### src/rtl/i2c_init_seq_axil.sv
// Table-driven I2C init sequencer: an AXI-lite master that programs an I2C master's registers.
// Macro I2C_SEQ_RETRY_EN adds per-entry retries on a missed ACK (default build: no retries).
module i2c_init_seq_axil #(
  parameter int          TBL_AW     = 6,
  parameter logic [15:0] PRESCALE   = 16'd250,
  parameter int          POLL_LIMIT = 4096,
  parameter int          MAX_RETRY  = 3
) (
  input  logic              axi_aclk,
  input  logic              axi_aresetn,
  input  logic              start,
  output logic              busy,
  output logic              done,
  output logic              error,
  output logic [1:0]        err_code,
  output logic [TBL_AW-1:0] err_index,
  output logic [TBL_AW-1:0] tbl_addr,
  output logic              tbl_en,
  input  logic [24:0]       tbl_data,
  output logic [3:0]        m_axil_awaddr,
  output logic [2:0]        m_axil_awprot,
  output logic              m_axil_awvalid,
  input  logic              m_axil_awready,
  output logic [31:0]       m_axil_wdata,
  output logic [3:0]        m_axil_wstrb,
  output logic              m_axil_wvalid,
  input  logic              m_axil_wready,
  input  logic [1:0]        m_axil_bresp,
  input  logic              m_axil_bvalid,
  output logic              m_axil_bready,
  output logic [3:0]        m_axil_araddr,
  output logic [2:0]        m_axil_arprot,
  output logic              m_axil_arvalid,
  input  logic              m_axil_arready,
  input  logic [31:0]       m_axil_rdata,
  input  logic [1:0]        m_axil_rresp,
  input  logic              m_axil_rvalid,
  output logic              m_axil_rready
);

  localparam int PCW = $clog2(POLL_LIMIT + 1);

  typedef enum logic [3:0] {
    S_IDLE, S_PRESC, S_FETCH, S_LATCH, S_CLRACK, S_WREG,
    S_WDAT, S_WCMD, S_POLL, S_CHECK, S_DONE, S_ERROR
  } state_t;

  state_t            state_q;
  logic              busy_q, done_q, error_q, tbl_en_q, xact_q, missed_ack_q;
  logic [1:0]        err_code_q;
  logic [TBL_AW-1:0] err_index_q, tbl_addr_q;
  logic              awvalid_q, wvalid_q, bready_q, arvalid_q, rready_q;
  logic [3:0]        awaddr_q;
  logic [31:0]       wdata_q;
  logic [PCW-1:0]    poll_cnt_q;
  logic              last_q;
  logic [6:0]        dev_q;
  logic [7:0]        reg_q, dat_q;
`ifdef I2C_SEQ_RETRY_EN
  localparam int RCW = (MAX_RETRY > 0) ? $clog2(MAX_RETRY + 1) : 1;
  logic [RCW-1:0]    retry_q;
`endif

  logic [3:0]  wr_addr_d;
  logic [31:0] wr_data_d;
  state_t      wr_next_d;

  // Address, payload and successor of whichever register write the current state performs.
  always_comb begin
    wr_addr_d = 4'h0;
    wr_data_d = 32'h0;
    wr_next_d = S_IDLE;
    unique case (state_q)
      S_PRESC:  begin wr_addr_d = 4'hC; wr_data_d = {16'h0, PRESCALE};          wr_next_d = S_FETCH; end
      S_CLRACK: begin wr_addr_d = 4'h0; wr_data_d = 32'h8;                      wr_next_d = S_WREG;  end
      S_WREG:   begin wr_addr_d = 4'h8; wr_data_d = {24'h0, reg_q};             wr_next_d = S_WDAT;  end
      S_WDAT:   begin wr_addr_d = 4'h8; wr_data_d = {22'h0, 2'b10, dat_q};      wr_next_d = S_WCMD;  end
      S_WCMD:   begin wr_addr_d = 4'h4; wr_data_d = {19'h0, 5'b11001, 1'b0, dev_q}; wr_next_d = S_POLL; end
      default:  ;
    endcase
  end

  always_ff @(posedge axi_aclk) begin
    if (!axi_aresetn) begin
      state_q      <= S_IDLE;
      busy_q       <= 1'b0;
      done_q       <= 1'b0;
      error_q      <= 1'b0;
      err_code_q   <= 2'd0;
      err_index_q  <= '0;
      tbl_addr_q   <= '0;
      tbl_en_q     <= 1'b0;
      xact_q       <= 1'b0;
      missed_ack_q <= 1'b0;
      awvalid_q    <= 1'b0;
      wvalid_q     <= 1'b0;
      bready_q     <= 1'b0;
      arvalid_q    <= 1'b0;
      rready_q     <= 1'b0;
      awaddr_q     <= 4'h0;
      wdata_q      <= 32'h0;
      poll_cnt_q   <= '0;
      last_q       <= 1'b0;
      dev_q        <= 7'h0;
      reg_q        <= 8'h0;
      dat_q        <= 8'h0;
`ifdef I2C_SEQ_RETRY_EN
      retry_q      <= '0;
`endif
    end else begin
      done_q   <= 1'b0;
      tbl_en_q <= 1'b0;
      unique case (state_q)
        S_IDLE: if (start) begin
          busy_q     <= 1'b1;
          error_q    <= 1'b0;
          err_code_q <= 2'd0;
          tbl_addr_q <= '0;
`ifdef I2C_SEQ_RETRY_EN
          retry_q    <= '0;
`endif
          state_q    <= S_PRESC;
        end
        S_PRESC, S_CLRACK, S_WREG, S_WDAT, S_WCMD: begin
          if (!xact_q) begin
            awvalid_q <= 1'b1;
            wvalid_q  <= 1'b1;
            bready_q  <= 1'b1;
            awaddr_q  <= wr_addr_d;
            wdata_q   <= wr_data_d;
            xact_q    <= 1'b1;
          end else begin
            if (awvalid_q && m_axil_awready) awvalid_q <= 1'b0;
            if (wvalid_q && m_axil_wready)   wvalid_q  <= 1'b0;
            if (bready_q && m_axil_bvalid) begin
              bready_q <= 1'b0;
              xact_q   <= 1'b0;
              if (m_axil_bresp != 2'b00) begin
                err_code_q <= 2'd2;
                state_q    <= S_ERROR;
              end else begin
                state_q    <= wr_next_d;
                tbl_en_q   <= (wr_next_d == S_FETCH);
                poll_cnt_q <= '0;
              end
            end
          end
        end
        S_FETCH: state_q <= S_LATCH;
        S_LATCH: begin
          last_q  <= tbl_data[24];
          dev_q   <= tbl_data[22:16];
          reg_q   <= tbl_data[15:8];
          dat_q   <= tbl_data[7:0];
          state_q <= S_CLRACK;
        end
        S_POLL: begin
          if (!xact_q) begin
            arvalid_q <= 1'b1;
            rready_q  <= 1'b1;
            xact_q    <= 1'b1;
          end else begin
            if (arvalid_q && m_axil_arready) arvalid_q <= 1'b0;
            if (rready_q && m_axil_rvalid) begin
              rready_q <= 1'b0;
              xact_q   <= 1'b0;
              if (m_axil_rresp != 2'b00) begin
                err_code_q <= 2'd2;
                state_q    <= S_ERROR;
              end else if (!m_axil_rdata[0] && m_axil_rdata[8]) begin
                missed_ack_q <= m_axil_rdata[3];
                state_q      <= S_CHECK;
              end else if (poll_cnt_q == PCW'(POLL_LIMIT - 1)) begin
                err_code_q <= 2'd3;
                state_q    <= S_ERROR;
              end else begin
                poll_cnt_q <= poll_cnt_q + 1'b1;
              end
            end
          end
        end
        S_CHECK: begin
          if (missed_ack_q) begin
`ifdef I2C_SEQ_RETRY_EN
            if (retry_q == RCW'(MAX_RETRY)) begin
              err_code_q <= 2'd1;
              state_q    <= S_ERROR;
            end else begin
              retry_q <= retry_q + 1'b1;
              state_q <= S_CLRACK;
            end
`else
            err_code_q <= 2'd1;
            state_q    <= S_ERROR;
`endif
          end else if (last_q) begin
            done_q  <= 1'b1;
            state_q <= S_DONE;
          end else begin
            // Without a last flag the index simply wraps around the table.
            tbl_addr_q <= tbl_addr_q + 1'b1;
            tbl_en_q   <= 1'b1;
`ifdef I2C_SEQ_RETRY_EN
            retry_q    <= '0;
`endif
            state_q    <= S_FETCH;
          end
        end
        S_DONE: begin
          busy_q  <= 1'b0;
          state_q <= S_IDLE;
        end
        S_ERROR: begin
          error_q     <= 1'b1;
          err_index_q <= tbl_addr_q;
          busy_q      <= 1'b0;
          state_q     <= S_IDLE;
        end
        default: state_q <= S_IDLE;
      endcase
    end
  end

  logic unused_bits;
  assign unused_bits = ^{m_axil_rdata[31:9], m_axil_rdata[7:4], m_axil_rdata[2:1], tbl_data[23]};

  assign busy           = busy_q;
  assign done           = done_q;
  assign error          = error_q;
  assign err_code       = err_code_q;
  assign err_index      = err_index_q;
  assign tbl_addr       = tbl_addr_q;
  assign tbl_en         = tbl_en_q;
  assign m_axil_awaddr  = awaddr_q;
  assign m_axil_awprot  = 3'b000;
  assign m_axil_awvalid = awvalid_q;
  assign m_axil_wdata   = wdata_q;
  assign m_axil_wstrb   = 4'hF;
  assign m_axil_wvalid  = wvalid_q;
  assign m_axil_bready  = bready_q;
  assign m_axil_araddr  = 4'h0;
  assign m_axil_arprot  = 3'b000;
  assign m_axil_arvalid = arvalid_q;
  assign m_axil_rready  = rready_q;

endmodule
### config.mk
export PLATFORM = sky130hd
export DESIGN_NAME = i2c_init_seq_axil
export DESIGN_NICKNAME = d
export VERILOG_FILES = /design/src/rtl/i2c_init_seq_axil.sv
export SDC_FILE = /design/constraint.sdc
export NUM_CORES = 1
export LEC_CHECK = 0
export ABC_CLOCK_PERIOD_IN_PS = 2400
export BUFFER_PORTS_ARGS = -buffer_cell sky130_fd_sc_hd__buf_2
export CAP_MARGIN = 40
export CORE_MARGIN = 8
export CORE_UTILIZATION = 52
export CTS_BUF_LIST = sky130_fd_sc_hd__clkbuf_4 sky130_fd_sc_hd__clkbuf_8
export DETAILED_ROUTE_END_ITERATION = 7
export PLACE_DENSITY = 0.83
export SLEW_MARGIN = 20
export SYNTH_ARGS = -nofsm -noshare
export SYNTH_HDL_FRONTEND = slang
export SYNTH_SLANG_ARGS = --single-unit
### constraint.sdc
create_clock -name axi_aclk -period 2.4 [get_ports axi_aclk]
set_input_delay 0.36 -clock axi_aclk [delete_from_list [all_inputs] [get_ports axi_aclk]]
set_output_delay 0.36 -clock axi_aclk [all_outputs]
set_load 0.005 [all_outputs]
==> impl_metrics.py, run 1 <==
metrics = {
    "routing": {
        "vias": 3545,
        "routed_wl_um": 9844,
        "via_per_inst": 5.505,
        "drt.antenna.violating_nets": 0,
        "wire_per_inst_um": 15.29,
        "drt-pass1-iter-count": 5,
        "post-route-drc-count": 0,
        "drt_iter0_markers": 196,
    },
    "clock_network": {
        "postCtsSetupBuffers": 0,
        "cts_tree": "yes",
        "cts_made_buffers": 9,
        "clkTransAtPathRegs_ps": 90,
        "hold_buffers": 0,
        "cts.repair.resized": 0,
        "clkSinkCount": 78,
        "htreeDepth": 3,
        "clock_path_buffers": 2,
        "ctsRootBufferMaster": "clkbuf_8",
        "worstSkewPairLatency_ps": 360,
    },
    "worst_setup_path": {
        "worst_ep_required_time_ps": 2630,
        "startpoint_type": "register",
        "rr_worst_depth": 6,
        "cp_slowest_cell": "o21ai_2",
        "r2r-start": "poll_cnt_q[0]$_SDFFE_PN0P_",
        "cp-end-kind": "register",
        "cp.arrival_ps": 2340,
        "path_depth": 6,
        "worst-setup-path-type": "reg2reg",
        "path_cells": "ha_1, and3_1, a41oi_2, a21oi_2, o21ai_2, o221ai_1",
        "cp_max_fo": 8,
        "critPathLaunch": "poll_cnt_q[0]$_SDFFE_PN0P_",
        "worst-path-buf-inv": 0,
        "max_stage_delay_ps": 410,
        "cpLargestDelayFamily": "compound AO/OA/AOI/OAI gates",
    },
    "die": {
        "rows": 32,
        "die-area_um2": 10770,
        "die_x_um": 103.8,
        "start_util": 0.5266,
        "coreArea_um2": 7607,
        "die_y_um": 103.8,
        "io_pins": 142,
    },
    "cells_and_area": {
        "num-nets-final": 608,
        "drive_gt1_frac": 0.2196,
        "num_antenna_cells": 0,
        "syn2layout_area_growth_pct": 12.43,
    },
    "timing": {
        "post-route-period-util": 0.8818,
        "slew_violations": 0,
        "finalHoldViolCount": 0,
        "slew_headroom": 0.4800,
        "fmax_ghz": 0.4725,
        "finalWorstSetupSlack_ps": 283.7,
        "rsz0062_at_grt": "false",
        "setup_viol": 0,
        "worst_clock_skew_ps": 9.009,
        "tns_ps": 0,
        "tightest_slew_ps": 780.0,
        "fin_crit_ps": 2116,
    },
    "grt": {
        "grt_max_degree": 72,
        "grtUsageMet3": 0.06691,
        "grt.total_usage": 0.1795,
        "grt_pass1_wl_um": 16390,
        "met1_usage": 0.2025,
        "grt_pass1_vias": 3482,
        "grt_overflow": 0,
        "grt_most_used_layer": "met2",
        "grt_use_met2": 0.3020,
        "antenna_found_initial": 0,
    },
    "synthesis": {
        "syn_avg_cell_area_um2": 8.452,
        "yosys-top-cells-area": "dfxtp_1, buf_4, nand2_1, mux2i_1, a21boi_0",
        "synth_flop_cell": "dfxtp_1",
        "synth-warning-count": 0,
        "async_reset_ff_frac": 0,
        "ys_seq_elements": 78,
        "yosys.area.top_type": "dfxtp_1",
        "synth_commonest_cells": "dfxtp_1, nand2_1, buf_4",
        "synth_area_um2": 4006,
        "synth-edff-count": 0,
        "postSynthCellCount": 474,
        "ys_types": 61,
        "seq_area_frac_synth": 0.3898,
        "yosysMostFrequentCell": "dfxtp_1",
        "synth.top_cell.area_share": 0.3898,
    },
    "run": {
        "maxCapViolCount": 0,
    },
    "placed_design": {
        "place.gp.congestion": 0.8621,
        "hpwl_um": 7168,
        "port-buffer-count": 75,
        "dp_slack_ps": 187.7,
    },
    "power": {
        "p_leak_nw": 1.884,
        "powerDensity_nw_per_um2": 816.6,
        "ir_drop_mv": 0.3859,
    },
    "worst_hold_path": {
        "min_from": "tbl_data[15]",
        "hp-class": "in2reg",
        "min_delay_path_depth": 3,
    },
    "run_status": {
        "status": "finished, final reports clean",
    },
}
final timing paths:
check / to / slack [ps]
worst min register to register: reg_q[7]$_SDFFE_PN0N_ / 460
worst max-delay path: poll_cnt_q[10]$_SDFFE_PN0P_ / 280
worst max register to register: poll_cnt_q[10]$_SDFFE_PN0P_ / 280
worst min-delay path: reg_q[7]$_SDFFE_PN0N_ / 240
worst register-to-register path, cell delays in order (launching register included):
cell and delay [ps]:
dfxtp_1 350, ha_1 230, and3_1 280, a41oi_2 360
a21oi_2 180, o21ai_2 410, o221ai_1 170
cell usage in the layout, fill, tap and decap left out, drive strengths merged, types with 10 or more instances in the layout:
cell type	synthesis	final
a21boi	30	30
nor2	19	19
o21ai	19	19
conb	2	36
buf	47	86
dfxtp	78	78
nand3	10	10
nor2b	20	20
mux2i	14	14
nand2	76	76
inv	14	19
a21oi	17	17
a22oi	10	10
logic make-up after synthesis:
kind of cell / after synthesis / share of synthesized area
XOR/XNOR: 4 / 0.008744
other: 2 / 0.001875
adder cells (fa/ha/maj): 2 / 0.006245
AO/OA/AOI/OAI: 121 / 0.2183
buffers and inverters: 82 / 0.1184
flip-flops: 78 / 0.3898
AND/OR/NAND/NOR: 167 / 0.2105
multiplexers: 18 / 0.04622
routing by layer:
layer	vias up	wire (µm)
met5	-	0
met4	0	172
met3	16	832
met2	143	4862
met1	1672	3976
li1	1714	-
stage by stage:
stage / hold WS [ps] / utilization / area (µm²) / power [W] / std cells
global placement: 442.2 / 0.5673 / 4315 / 0.002730 / 628
detailed placement: 444.7 / 0.5673 / 4315 / 0.002762 / 628
finish: 235.4 / 0.5921 / 4504 / 0.003678 / 644
floorplan: 431.6 / - / 4134 / 0.002418 / 508
global route: 218.0 / 0.5921 / 4504 / 0.003912 / 644
CTS: 222.4 / 0.5916 / 4501 / 0.003695 / 644
power by group:
group          switching, W  leakage, nW  internal (W)
Combinational      0.000677         1.16      0.000496
Sequential         0.000106        0.632       0.00147
Clock              0.000535       0.0956      0.000397
Total               0.00132         1.88       0.00236
final cells by class:
cell class              instances  area [µm²]
multi-input cells             348        2107
flip-flops and latches         78        1562
well taps                     102       127.6
clock buffers                   9       123.9
inverters                      14       52.55
fillers                       701        3103
repair buffers                 86       470.5
clock inverters                 7       61.31
registers in the layout, indices dropped and copies added (netlist names), 2 cells and up:
| name | count |
|---|---|
| poll_cnt_q | 13 |
| m_axil_wdata | 10 |
| dat_q | 8 |
| reg_q | 8 |
| dev_q | 7 |
| err_index | 6 |
| tbl_addr | 6 |
| state_q | 4 |
| err_code | 2 |
| m_axil_awaddr | 2 |
No activity file was read; power rests on OpenSTA's default activity.
==> run 2, diff against run 1 <==
Settings changed: PLACE_DENSITY 0.83 to unset, PLACE_DENSITY_LB_ADDON set to 0.2.
==> run 2 against run 1 <==
Net effect: hold slack better by 4.6 ps; utilization grew 0.13 points; critical path depth unchanged; total power down 0.77%; non-clock buffer count is 3 higher; first-iteration DRC count decreased by 8.7%; clock skew is 5.5 ps higher; combinational power about the same; critical endpoint is now err_code[1]$_SDFFE_PN0P_.
==> impl_metrics.py, run 2 (synthesis gave the netlist of run 1 again) <==
metrics = {
    "clock_network": {
        "ctsRootBufferMaster": "clkbuf_8",
        "clock_path_buffers": 2,
        "clkSinkCount": 78,
        "clkTransAtPathRegs_ps": 90,
        "htreeDepth": 3,
        "hold_buffers": 0,
        "cts_tree": "yes",
        "worstSkewPairLatency_ps": 350,
        "postCtsSetupBuffers": 0,
        "cts_made_buffers": 9,
    },
    "power": {
        "p_int_w": 0.002366,
        "ir_drop_mv": 0.3919,
        "clkPwrFrac": 0.249,
        "power_frac_comb": 0.320,
        "p_leak_nw": 1.892,
        "p_total_w": 0.003650,
        "switching_share": 0.3518,
        "power_frac_seq": 0.431,
        "switching_power_w": 0.001284,
        "powerDensity_nw_per_um2": 808.5,
    },
    "cells_and_area": {
        "drive_gt1_frac": 0.2239,
        "syn2layout_area_growth_pct": 12.68,
        "largest_reg_flops": 13,
        "mostFrequentLayoutCells": "dfxtp_1, nand2_1, buf_2",
        "regMostFlops": "poll_cnt_q",
        "nFillCells": 734,
        "num-nets-final": 611,
        "num_antenna_cells": 0,
        "layout_commonest_cell": "dfxtp_1",
        "multi_input_comb_area_um2": 2107,
        "regArea_um2": 1562,
        "fin_util": 0.5934,
    },
    "timing": {
        "timing.hold.ws_ps": 240.0,
        "finalWorstSetupSlack_ps": 230.3,
        "setup_viol": 0,
        "slew_violations": 0,
        "rsz0062_at_grt": "false",
        "post-route-period-util": 0.9041,
        "slew_headroom": 0.4706,
        "worst_clock_skew_ps": 14.48,
        "fin_crit_ps": 2170,
        "tightest_slew_ps": 794.1,
        "fmax_ghz": 0.4609,
        "tns_ps": 0,
        "finalHoldViolCount": 0,
    },
    "placed_design": {
        "place.gp.congestion": 0.8294,
        "port-buffer-count": 75,
        "hpwl_um": 7052,
        "dp_slack_ps": 169.2,
    },
    "routing": {
        "via_per_inst": 5.314,
        "wire_per_inst_um": 15.02,
        "drt_iter0_markers": 179,
        "drt-pass1-iter-count": 4,
        "drt.antenna.violating_nets": 0,
        "post-route-drc-count": 0,
        "vias": 3438,
        "routed_wl_um": 9719,
    },
    "grt": {
        "grt.total_usage": 0.1792,
        "grt_pass1_vias": 3365,
        "antenna_found_initial": 0,
        "grt_pass1_wl_um": 16330,
        "grt_overflow": 0,
        "grt_max_degree": 67,
    },
    "worst_hold_path": {
        "min_from": "tbl_data[18]",
        "hp-class": "in2reg",
        "min_delay_path_depth": 3,
        "hold_path_end": "dev_q[2]$_SDFFE_PN0N_",
    },
    "worst_setup_path": {
        "worst-setup-path-type": "reg2reg",
        "cp-end-kind": "register",
        "rr_worst_depth": 6,
        "r2r_end": "err_code[1]$_SDFFE_PN0P_",
        "worst_ep_required_time_ps": 2620,
        "cp_max_fo": 8,
        "r2r_slack_ps": 230,
        "startpoint_type": "register",
        "cp.arrival_ps": 2390,
        "r2r-start": "poll_cnt_q[0]$_SDFFE_PN0P_",
    },
    "die": {
        "coreArea_um2": 7607,
        "start_util": 0.5266,
        "die_x_um": 103.8,
        "rows": 32,
        "io_pins": 142,
        "die-area_um2": 10770,
        "die_y_um": 103.8,
    },
    "run": {
        "maxCapViolCount": 0,
    },
    "run_status": {
        "status": "finished, final reports clean",
    },
}
## run 2: power groups by stage
stage | clock network [W] | logic (W) | registers [W]
after floorplan | 0 | 0.000832 | 0.00159
after global placement | 0 | 0.00114 | 0.00160
after detailed placement | 0 | 0.00117 | 0.00160
after CTS | 0.000932 | 0.00117 | 0.00157
after global routing | 0.000993 | 0.00130 | 0.00160
final | 0.000910 | 0.00117 | 0.00157
## run 2: worst max-delay path by stage
| stage | from | endpoint | slack, ps | depth (start not counted) |
|---|---|---|---|---|
| 2_1_floorplan | state_q[2]$_SDFFE_PN0P_ | poll_cnt_q[10]$_SDFFE_PN0P_ | 470 | 7 |
| 3_3_place_gp | m_axil_bresp[1] | poll_cnt_q[10]$_SDFFE_PN0P_ | 270 | 7 |
| 3_5_place_dp | poll_cnt_q[0]$_SDFFE_PN0P_ | poll_cnt_q[7]$_SDFFE_PN0P_ | 170 | 6 |
| 4_1_cts | poll_cnt_q[0]$_SDFFE_PN0P_ | poll_cnt_q[7]$_SDFFE_PN0P_ | 140 | 6 |
| 5_1_grt | poll_cnt_q[0]$_SDFFE_PN0P_ | err_code[1]$_SDFFE_PN0P_ | 30 | 6 |
| 6_report | poll_cnt_q[0]$_SDFFE_PN0P_ | err_code[1]$_SDFFE_PN0P_ | 230 | 6 |
## run 2: timing repair
item | CTS | global route
endpoints found under the setup margin | 0 | 4
resized for setup | 0 | 1
endpoints found under the hold margin | 0 | 0
## run 2: critical path, cell delays in order, from the launching register on
cell	delay, ps
dfxtp_1	390
ha_1	210
and3_1	340
nand2_1	180
o41ai_1	440
o2111ai_1	300
mux2i_1	180
## run 2: cell type report
| type | instances | share of cell area |
|---|---|---|
| Sequential cell | 78 | 0.3459 |
| Tap cell | 102 | 0.02827 |
| Inverter | 14 | 0.01164 |
| Clock buffer | 10 | 0.03049 |
| Multi-Input combinational cell | 348 | 0.4667 |
| Timing Repair Buffer | 89 | 0.1064 |
| Clock inverter | 6 | 0.01053 |
## run 2: stage by stage
stage,instances,instance area [µm²]
floorplan,508,4134
global placement,631,4325
detailed placement,631,4325
CTS,647,4511
global route,647,4514
finish,647,4514
## run 2: metal layers
| metal | up-vias | track usage | wire length [µm] |
|---|---|---|---|
| li1 | 1741 | - | - |
| met1 | 1604 | 0.2296 | 4454 |
| met2 | 87 | 0.2736 | 4518 |
| met3 | 6 | 0.05824 | 676 |
| met4 | 0 | 0.06722 | 69 |
| met5 | - | 0 | 0 |
